### src/rtl/sram_line_adapter_if.sv
// Core-side bundle of sram_line_adapter: line request/response handshake plus
// the single-word preload port.
interface sram_line_adapter_if #(
  parameter int ADDR_WIDTH = 20,
  parameter int WORD_WIDTH = 32,
  parameter int LINE_WIDTH = 128
);
  logic                  req_valid;
  logic                  req_ready;
  logic                  req_we;
  logic [ADDR_WIDTH-1:0] req_addr;
  logic [LINE_WIDTH-1:0] req_wdata;
  logic                  abort;
  logic                  resp_valid;
  logic [LINE_WIDTH-1:0] resp_rdata;
  logic                  load_en;
  logic [ADDR_WIDTH-1:0] load_addr;
  logic [WORD_WIDTH-1:0] load_data;
  logic                  load_ack;

  modport master (
    output req_valid, req_we, req_addr, req_wdata, abort, load_en, load_addr, load_data,
    input  req_ready, resp_valid, resp_rdata, load_ack
  );

  modport slave (
    input  req_valid, req_we, req_addr, req_wdata, abort, load_en, load_addr, load_data,
    output req_ready, resp_valid, resp_rdata, load_ack
  );
endinterface

### src/rtl/sram_line_adapter.sv
// Splits core line requests into word beats on a single-port SRAM macro and
// reassembles read words into a line; also forwards preload word writes.
module sram_line_adapter #(
  parameter int ADDR_WIDTH      = 20,
  parameter int WORD_WIDTH      = 32,
  parameter int LINE_WIDTH      = 128,
  parameter int SRAM_RD_LATENCY = 1
) (
  input  logic                  clk,
  input  logic                  reset,
  sram_line_adapter_if.slave    bus,
  output logic                  sram_csb,
  output logic                  sram_web,
  output logic [ADDR_WIDTH-1:0] sram_addr,
  output logic [WORD_WIDTH-1:0] sram_din,
  input  logic [WORD_WIDTH-1:0] sram_dout
);
  localparam int BEATS = LINE_WIDTH / WORD_WIDTH;
  localparam int BW    = (BEATS > 1) ? $clog2(BEATS) : 1;
  localparam int LAT   = SRAM_RD_LATENCY;
  localparam logic [BW-1:0] LAST = BW'(BEATS - 1);

  typedef enum logic [2:0] {IDLE, WRITE, READ, DRAIN, DONE} state_t;
  state_t state, state_n;

  logic [ADDR_WIDTH-1:0] base;
  logic [LINE_WIDTH-1:0] wline, rline, cap_line, resp_rdata;
  logic [BW-1:0]         beat, cap;
  logic [LAT:1]          vld_pipe;
  logic                  issue, capture, accept, last_beat, last_cap, kill;

  assign last_beat = (beat == LAST);
  assign last_cap  = (cap == LAST);
  assign issue     = (state == READ);
  assign kill      = bus.abort && (state != IDLE);
  // An abort discards the word arriving in the same cycle as well.
  assign capture   = vld_pipe[LAT] && !bus.abort;
  assign accept    = (state == IDLE) && bus.req_valid && bus.req_ready;
  assign bus.resp_rdata = resp_rdata;

  always_comb begin
    cap_line = rline;
    cap_line[cap*WORD_WIDTH +: WORD_WIDTH] = sram_dout;
  end

  always_ff @(posedge clk) begin
    if (reset) state <= IDLE;
    else       state <= state_n;
  end

  always_comb begin
    state_n        = state;
    bus.req_ready  = 1'b0;
    bus.load_ack   = 1'b0;
    bus.resp_valid = 1'b0;
    sram_csb       = 1'b1;
    sram_web       = 1'b1;
    sram_addr      = '0;
    sram_din       = '0;
    case (state)
      IDLE: begin
        bus.req_ready = !bus.load_en;
        if (bus.load_en) begin
          if (!reset) begin
            sram_csb     = 1'b0;
            sram_web     = 1'b0;
            sram_addr    = bus.load_addr;
            sram_din     = bus.load_data;
            bus.load_ack = 1'b1;
          end
        end else if (bus.req_valid) begin
          state_n = bus.req_we ? WRITE : READ;
        end
      end
      WRITE: begin
        sram_csb  = 1'b0;
        sram_web  = 1'b0;
        sram_addr = base + ADDR_WIDTH'(beat);
        sram_din  = wline[beat*WORD_WIDTH +: WORD_WIDTH];
        if (last_beat) state_n = DONE;
      end
      READ: begin
        sram_csb  = 1'b0;
        sram_addr = base + ADDR_WIDTH'(beat);
        if (last_beat) state_n = DRAIN;
      end
      DRAIN: if (capture && last_cap) state_n = DONE;
      DONE: begin
        bus.resp_valid = 1'b1;
        state_n        = IDLE;
      end
      default: state_n = IDLE;
    endcase
    if (kill) state_n = IDLE;
  end

  always_ff @(posedge clk) begin
    if (reset) begin
      base       <= '0;
      wline      <= '0;
      rline      <= '0;
      resp_rdata <= '0;
      beat       <= '0;
      cap        <= '0;
      vld_pipe   <= '0;
    end else begin
      if (accept) begin
        base  <= bus.req_addr;
        wline <= bus.req_wdata;
        beat  <= '0;
        cap   <= '0;
      end else if (state == WRITE || state == READ) begin
        beat <= last_beat ? '0 : beat + 1'b1;
      end
      vld_pipe[1] <= issue;
      for (int k = 2; k <= LAT; k++) vld_pipe[k] <= vld_pipe[k-1];
      if (capture) begin
        rline <= cap_line;
        cap   <= last_cap ? '0 : cap + 1'b1;
        if (last_cap) resp_rdata <= cap_line;
      end
      if (kill) begin
        beat     <= '0;
        cap      <= '0;
        vld_pipe <= '0;
      end
    end
  end
endmodule
### src/flat_wrapper.sv
// flat-port wrapper written by rule: the top's interface ports become plain ports
module sram_line_adapter_flat 
#(
  parameter int ADDR_WIDTH      = 20,
  parameter int WORD_WIDTH      = 32,
  parameter int LINE_WIDTH      = 128,
  parameter int SRAM_RD_LATENCY = 1
)
  (clk, reset, sram_csb, sram_web, sram_addr, sram_din, sram_dout, bus_req_valid, bus_req_we, bus_req_addr, bus_req_wdata, bus_abort, bus_load_en, bus_load_addr, bus_load_data, bus_req_ready, bus_resp_valid, bus_resp_rdata, bus_load_ack);
  sram_line_adapter_if #(.ADDR_WIDTH(ADDR_WIDTH), .WORD_WIDTH(WORD_WIDTH), .LINE_WIDTH(LINE_WIDTH)) bus_i ();
  input  logic clk;
  input  logic reset;
  output logic sram_csb;
  output logic sram_web;
  output logic [ADDR_WIDTH-1:0] sram_addr;
  output logic [WORD_WIDTH-1:0] sram_din;
  input  logic [WORD_WIDTH-1:0] sram_dout;
  input wire logic [$bits(bus_i.req_valid)-1:0] bus_req_valid;
  input wire logic [$bits(bus_i.req_we)-1:0] bus_req_we;
  input wire logic [$bits(bus_i.req_addr)-1:0] bus_req_addr;
  input wire logic [$bits(bus_i.req_wdata)-1:0] bus_req_wdata;
  input wire logic [$bits(bus_i.abort)-1:0] bus_abort;
  input wire logic [$bits(bus_i.load_en)-1:0] bus_load_en;
  input wire logic [$bits(bus_i.load_addr)-1:0] bus_load_addr;
  input wire logic [$bits(bus_i.load_data)-1:0] bus_load_data;
  output wire logic [$bits(bus_i.req_ready)-1:0] bus_req_ready;
  output wire logic [$bits(bus_i.resp_valid)-1:0] bus_resp_valid;
  output wire logic [$bits(bus_i.resp_rdata)-1:0] bus_resp_rdata;
  output wire logic [$bits(bus_i.load_ack)-1:0] bus_load_ack;
  assign bus_i.req_valid = bus_req_valid;
  assign bus_i.req_we = bus_req_we;
  assign bus_i.req_addr = bus_req_addr;
  assign bus_i.req_wdata = bus_req_wdata;
  assign bus_i.abort = bus_abort;
  assign bus_i.load_en = bus_load_en;
  assign bus_i.load_addr = bus_load_addr;
  assign bus_i.load_data = bus_load_data;
  assign bus_req_ready = bus_i.req_ready;
  assign bus_resp_valid = bus_i.resp_valid;
  assign bus_resp_rdata = bus_i.resp_rdata;
  assign bus_load_ack = bus_i.load_ack;
  sram_line_adapter #(.ADDR_WIDTH(ADDR_WIDTH), .WORD_WIDTH(WORD_WIDTH), .LINE_WIDTH(LINE_WIDTH), .SRAM_RD_LATENCY(SRAM_RD_LATENCY)) u_core (.clk(clk), .reset(reset), .bus(bus_i), .sram_csb(sram_csb), .sram_web(sram_web), .sram_addr(sram_addr), .sram_din(sram_din), .sram_dout(sram_dout));
endmodule
### config.mk
export PLATFORM = sky130hd
export DESIGN_NAME = sram_line_adapter_flat
export DESIGN_NICKNAME = d
export VERILOG_FILES = /design/src/rtl/sram_line_adapter_if.sv /design/src/rtl/sram_line_adapter.sv /design/src/flat_wrapper.sv
export SDC_FILE = /design/constraint.sdc
export NUM_CORES = 1
export LEC_CHECK = 0
export ABC_AREA = 1
export ABC_CLOCK_PERIOD_IN_PS = 2500
export CAP_MARGIN = 10
export CORE_ASPECT_RATIO = 1.4
export CORE_MARGIN = 8
export CORE_UTILIZATION = 35
export CTS_CLUSTER_DIAMETER = 50
export DETAILED_ROUTE_END_ITERATION = 16
export GPL_ROUTABILITY_DRIVEN = 1
export MAX_ROUTING_LAYER = met4
export PLACE_DENSITY = 0.62
export SLEW_MARGIN = 20
export SYNTH_ARGS = -nofsm -noshare
export SYNTH_HDL_FRONTEND = slang
export SYNTH_SLANG_ARGS = --single-unit
### constraint.sdc
create_clock -name clk -period 2.5 [get_ports clk]
set_clock_uncertainty 0.15 [all_clocks]
set_input_delay 0.5 -clock clk [delete_from_list [all_inputs] [get_ports clk]]
set_output_delay 0.5 -clock clk [all_outputs]
set_load 0.02 [all_outputs]
# [Word level (Yosys, flattened, before mapping)]
# Cells that the tools add are included.
[totals] ff_bits=412 input_bits=238 output_inout_bits=185 elab_cells=69
[classes] addsub=4 n_eq_ne=11 shift=3 n_mux=27 reduce_logical=16
[ops] operator="$bwmux W128" n=1
[ops] operator="$shift A32 B34 Y128 const A" n=1
[ops] operator="$shiftx A128 B8 Y32" n=1
[ops] operator="$shiftx A32 B34 Y128" n=1
[ops] operator="$mux W32" n=2
[ops] operator="$pmux W32 S2" n=1
[ops] operator="$mux W20" n=2
[ops] operator="$pmux W20 S2" n=1
[ops] operator="$neg A7 Y34" n=1
[ops] operator="$add A20 B2 Y20" n=1
[ops] operator="$mux W3" n=5
[ops] operator="$pmux W3 S4" n=1
[ops] operator="$mux W2" n=5
[ops] operator="$mux W1" n=7
[ops] operator="$eq A3 B2 Y1 const B" n=2
[ops] operator="$ne A2 B2 Y1 const B" n=3
[ops] operator="$logic_and A1 B1 Y1" n=5
[ops] operator="$reduce_and A5 Y1" n=1
[ops] operator="$add A2 B1 Y2 const B" n=2
[ops] operator="$eq A2 B2 Y1 const B" n=2
[ops] operator="$ne A2 B1 Y1 const B" n=2
[ops] operator="$pmux W1 S2" n=2
[ops] operator="$reduce_or A2 Y1" n=2
[ops] operator="$eq A3 B1 Y1 const B" n=1
[ops] operator="other kinds (8)" n=9

# [Longest topological paths before layout]
[depth] ltp_word=5 depth_mapped=11 mapped_depth_nobuf=10

# [Worst setup path after synthesis]
# OpenSTA, ideal clock, no wires.
[synth_path] path_type="flip-flop to output port" startpoint="register u_core.beat[0]" endpoint="output sram_addr[6]" arrival_time_ns=1.692 required_time_ns=1.850 slack_ns=0.158 path_stages_with_launch=8 path_buffers=0 path_cell_list="dfxtp_1 ha_1 fa_1 nand2_1 nor2_1 nand2_1 xor2_1 o21ai_0"
[synth_via] elab_chain_cells=2
[synth_rtl] element="start: declaration" line="sram_line_adapter.sv:28" source="logic [BW-1:0] beat, cap;"
[synth_rtl] element="start signal: assignment" line="sram_line_adapter.sv:113" source="beat <= last_beat ? '0 : beat + 1'b1;"
[synth_rtl] element="$add A20 B2 Y20" line="sram_line_adapter.sv:78, sram_line_adapter.sv:84"
[synth_rtl] element="$pmux W20 S2" line="sram_line_adapter.sv:60" source="case (state)"
[synth_rtl] element="end: declaration" line="flat_wrapper.sv:15" source="output logic [ADDR_WIDTH-1:0] sram_addr;"
# No other way between the ends.

# [Final worst setup path]
[layout_path] startpoint="register u_core.beat[0]" endpoint="output sram_addr[10]"
# Same word-level chain as after synthesis.

==> run_results.csv <==
group,metric,value,unit
route,drt-total-wl,69.4,mm
clock_tree,clock_latency,580,ps
placed_design,port_buffers,422,
setup_path,cp-end-kind,"primary output",
clock_tree,cts_max_level,2,
power_and_ir_drop,vdd_drop_max,0.000475,V
worst_hold_path,hold_path.class,"primary input to register",
sta,fin_crit_sh,113,%
synthesis,synthArstFlopShare,0,%
route,num_vias,19300,
setup_path,startpoint_type,"register",
placed_design,placed_area,24200,sq um
power_and_ir_drop,pwr-share-comb,29.4,%
sta,relSlewSlack,47.2,%
synthesis,synth_area_leaders,"dfxtp_1, inv_1, o21ai_0, a21oi_1, nand2_1",
outcome,outcome,"finished, violations left",
final_layout,nets,3443,
sta,finalHoldViolations,0,
route,drt-vias-per-instance,4.90,
power_and_ir_drop,power_density,746,nW/um^2
synthesis,synth.most_common_cell,"inv_1",
global_route,grt_pass1_wl,103,mm
global_route,grt_pass1_vias,18800,
floorplan,die_height,291,um
final_layout,drive_above_1_share,13.5,%
sta,tightestPinTransition,792,ps
placed_design,gp_congestion,0.889,
final_layout,area_growth,44.7,%
route,ant_nets,0,
setup_path,required,1850,ps
synthesis,syn_avg_cell_area,6.78,sq um
floorplan,start_util,35.4,%
synthesis,synth_cell_types,28,
synthesis,syn_inst,2780,
route,drtIter0Drc,1138,
clock_tree,cts_tree,"built",
clock_tree,cts_root_buf,"clkbuf_16",
clock_tree,cts.sinks,412,
synthesis,synth_edf_count,0,
power_and_ir_drop,power.switching,6.62,mW
floorplan,num_rows,100,
floorplan,die_width,212,um
setup_path,path_class,"register to primary output",
final_layout,stdcell_count,3945,
power_and_ir_drop,leakagePower,12.4,nW
setup_path,cp_top_family,"adder cells",
run,maxCapViolCount,0,
clock_tree,cts_buffer_depth,3,
sta,maxSlewViolCount,0,
power_and_ir_drop,power_frac_seq,37.4,%
synthesis,synth.cell_area,18800,sq um
setup_path,critical_path.slowest_cell,"fa_2",
power_and_ir_drop,finalPower,20.3,mW
final_layout,postLayoutCoreUtil,51.3,%
setup_path,arrival,2170,ps
synthesis,synth.cells.most_frequent,"inv_1, dfxtp_1, o21ai_0, nand2_1, nor2_1",
setup_path,crit_path_max_incr_delay,380,ps
synthesis,ys_seq_elements,412,
synthesis,ys_seq_area_share,43.8,%
global_route,grt_max_degree,256,
floorplan,pin_count,423,
setup_path,path_max_fanout,3,
outcome,violations,"negative setup slack",
setup_path,path_buf_inv,2,
floorplan,core_region_area,53200,sq um
sta,setup_ws,-325,ps
final_layout,final_area,27300,sq um
sta,fin_crit,2820,ps
synthesis,synth_top_area_cell,"dfxtp_1",
route,wire_per_inst,17.6,um
placed_design,dp_hpwl,47.8,mm
placed_design,dp.cells,3820,
power_and_ir_drop,p_int,13.7,mW
synthesis,ys_warn_count,0,
power_and_ir_drop,swShare,32.6,%
clock_tree,cts_buffers,45,
sta,max_freq,354,MHz
setup_path,path_cells,"ha_4 > fa_2 > nand2_4 > nor2_4 > nand2_2 > nor2_4 > buf_6 > nand2_2 > nand3_2 > nand2_2 > buf_6",
setup_path,critical_path.most_common_cell,"nand2_2",
synthesis,synth_top_cell_area_share,43.8,%
global_route,grt_usage,21.6,%
sta,rsz0062_at_grt,"yes",
route,route.detailed.drc,0,
synthesis,synth_top_flop_cell,"dfxtp_1",
floorplan,die_area,61600,sq um
power_and_ir_drop,pwr-share-clk,33.2,%
sta,finalSetupViolations,51,
clock_tree,clk_pin_slew,60,ps
synthesis,syn_nets,3028,
route,drt_first_pass_iters,7,
global_route,grt-ovfl-total,0,
global_route,grt_antenna_before_repair,3,
## per-stage QoR
stage	setup slack [ps]	setup TNS [ps]	hold slack, ps
2_1_floorplan	158	0	295
3_3_place_gp	-363	-16280	312
3_5_place_dp	-387	-17150	321
4_1_cts	-423	-8470	181
5_1_grt	-408	-12790	214
6_report	-325	-8170	231
## cell usage in the layout, fill, tap and decap left out, drive strengths merged
| cell | instances |
|---|---|
| clkinvlp | 2 |
| inv | 594 |
| clkinv | 6 |
| nand3 | 132 |
| clkdlybuf4s50 | 364 |
| bufinv | 2 |
| a22o | 2 |
| fa | 1 |
| o21ai | 417 |
| nand2 | 313 |
| nand3b | 1 |
| xor2 | 3 |
| a21oi | 272 |
| buf | 189 |
| o21bai | 1 |
| o22ai | 128 |
| nor2 | 292 |
| clkbuf | 72 |
| ha | 9 |
| dlygate4sd2 | 1 |
| o31ai | 1 |
| diode | 3 |
| dfxtp | 412 |
| o211ai | 1 |
| nor3 | 4 |
| nand4 | 9 |
## worst reg2reg max path: stages (launching register included)
cell,delay [ps]
dfxtp_1,410
inv_1,110
ha_1,370
inv_1,90
nand4_1,140
buf_12,230
o22ai_1,180
o21ai_0,250
inv_1,60
## cell type report
type / instances / area, sq um
antenna: 3 / 7.51
clock buffer: 66 / 1310
clock inverter: 14 / 183
fill: 5150 / 25900
inverter: 590 / 2260
multi-input combinational: 1586 / 8370
sequential: 412 / 8270
tap: 714 / 893
timing repair buffer: 560 / 5970
## sequential cells by signal (all words and copies together), names as in the netlist
signal / flops
u_core.bus.resp_rdata: 128
u_core.rline: 128
u_core.wline: 128
u_core.base: 20
u_core.state: 3
u_core.beat: 2
u_core.cap: 2
u_core.vld_pipe: 1
## per-layer routing
| layer | GRT usage, % | part of all wire, % |
|---|---|---|
| met1 | 23.6 | 38 |
| met5 | - | 0 |
| met4 | 8.20 | 3.9 |
| met2 | 37.7 | 50 |
| met3 | 4.82 | 7.5 |
## worst paths after layout
check                                            to  cells after the start  slack [ps]                    startpoint
min reg2reg            u_core.base[19]$_SDFFE_PP0P_                      2         330  u_core.base[19]$_SDFFE_PP0P_
max                                   sram_addr[10]                     11        -320   u_core.beat[0]$_SDFFE_PP0N_
max reg2reg           u_core.rline[14]$_SDFFE_PP0P_                      8         410    u_core.cap[1]$_SDFFE_PP0P_
min          u_core.bus.resp_rdata[30]$_SDFFE_PP0P_                      5         230                         reset
## logic make-up (layout without fill, tap and decap cells)
logic type      after synthesis  count (layout)  share of synthesized area (%)
compound gates              822             822                           22.8
buf+inv                     782            1230                           16.3
simple gates                751             751                           16.3
flops                       412             412                           43.8
fa+ha+maj                    10              10                          0.704
xor+xnor                      3               3                          0.140
other cells                   0               3                              0
## power by group through the flow
| stage | combinational, mW | clock, mW | sequential, mW |
|---|---|---|---|
| final | 5.99 | 6.75 | 7.61 |
| after CTS | 5.37 | 6.91 | 7.59 |
| after global placement | 4.82 | 0 | 7.69 |
| after global routing | 6.50 | 7.18 | 7.67 |
| after floorplan | 2.81 | 0 | 7.61 |
| after detailed placement | 4.90 | 0 | 7.71 |
## what timing repair did
item | CTS | global route
gates cloned | 5 | 6
gates resized for setup | 402 | 175
endpoints found under the setup margin | 57 | 56
pin swaps | 38 | 52
setup buffers | 14 | 16
hold buffers | 0 | 0
Power figures use the tool's default switching activity.
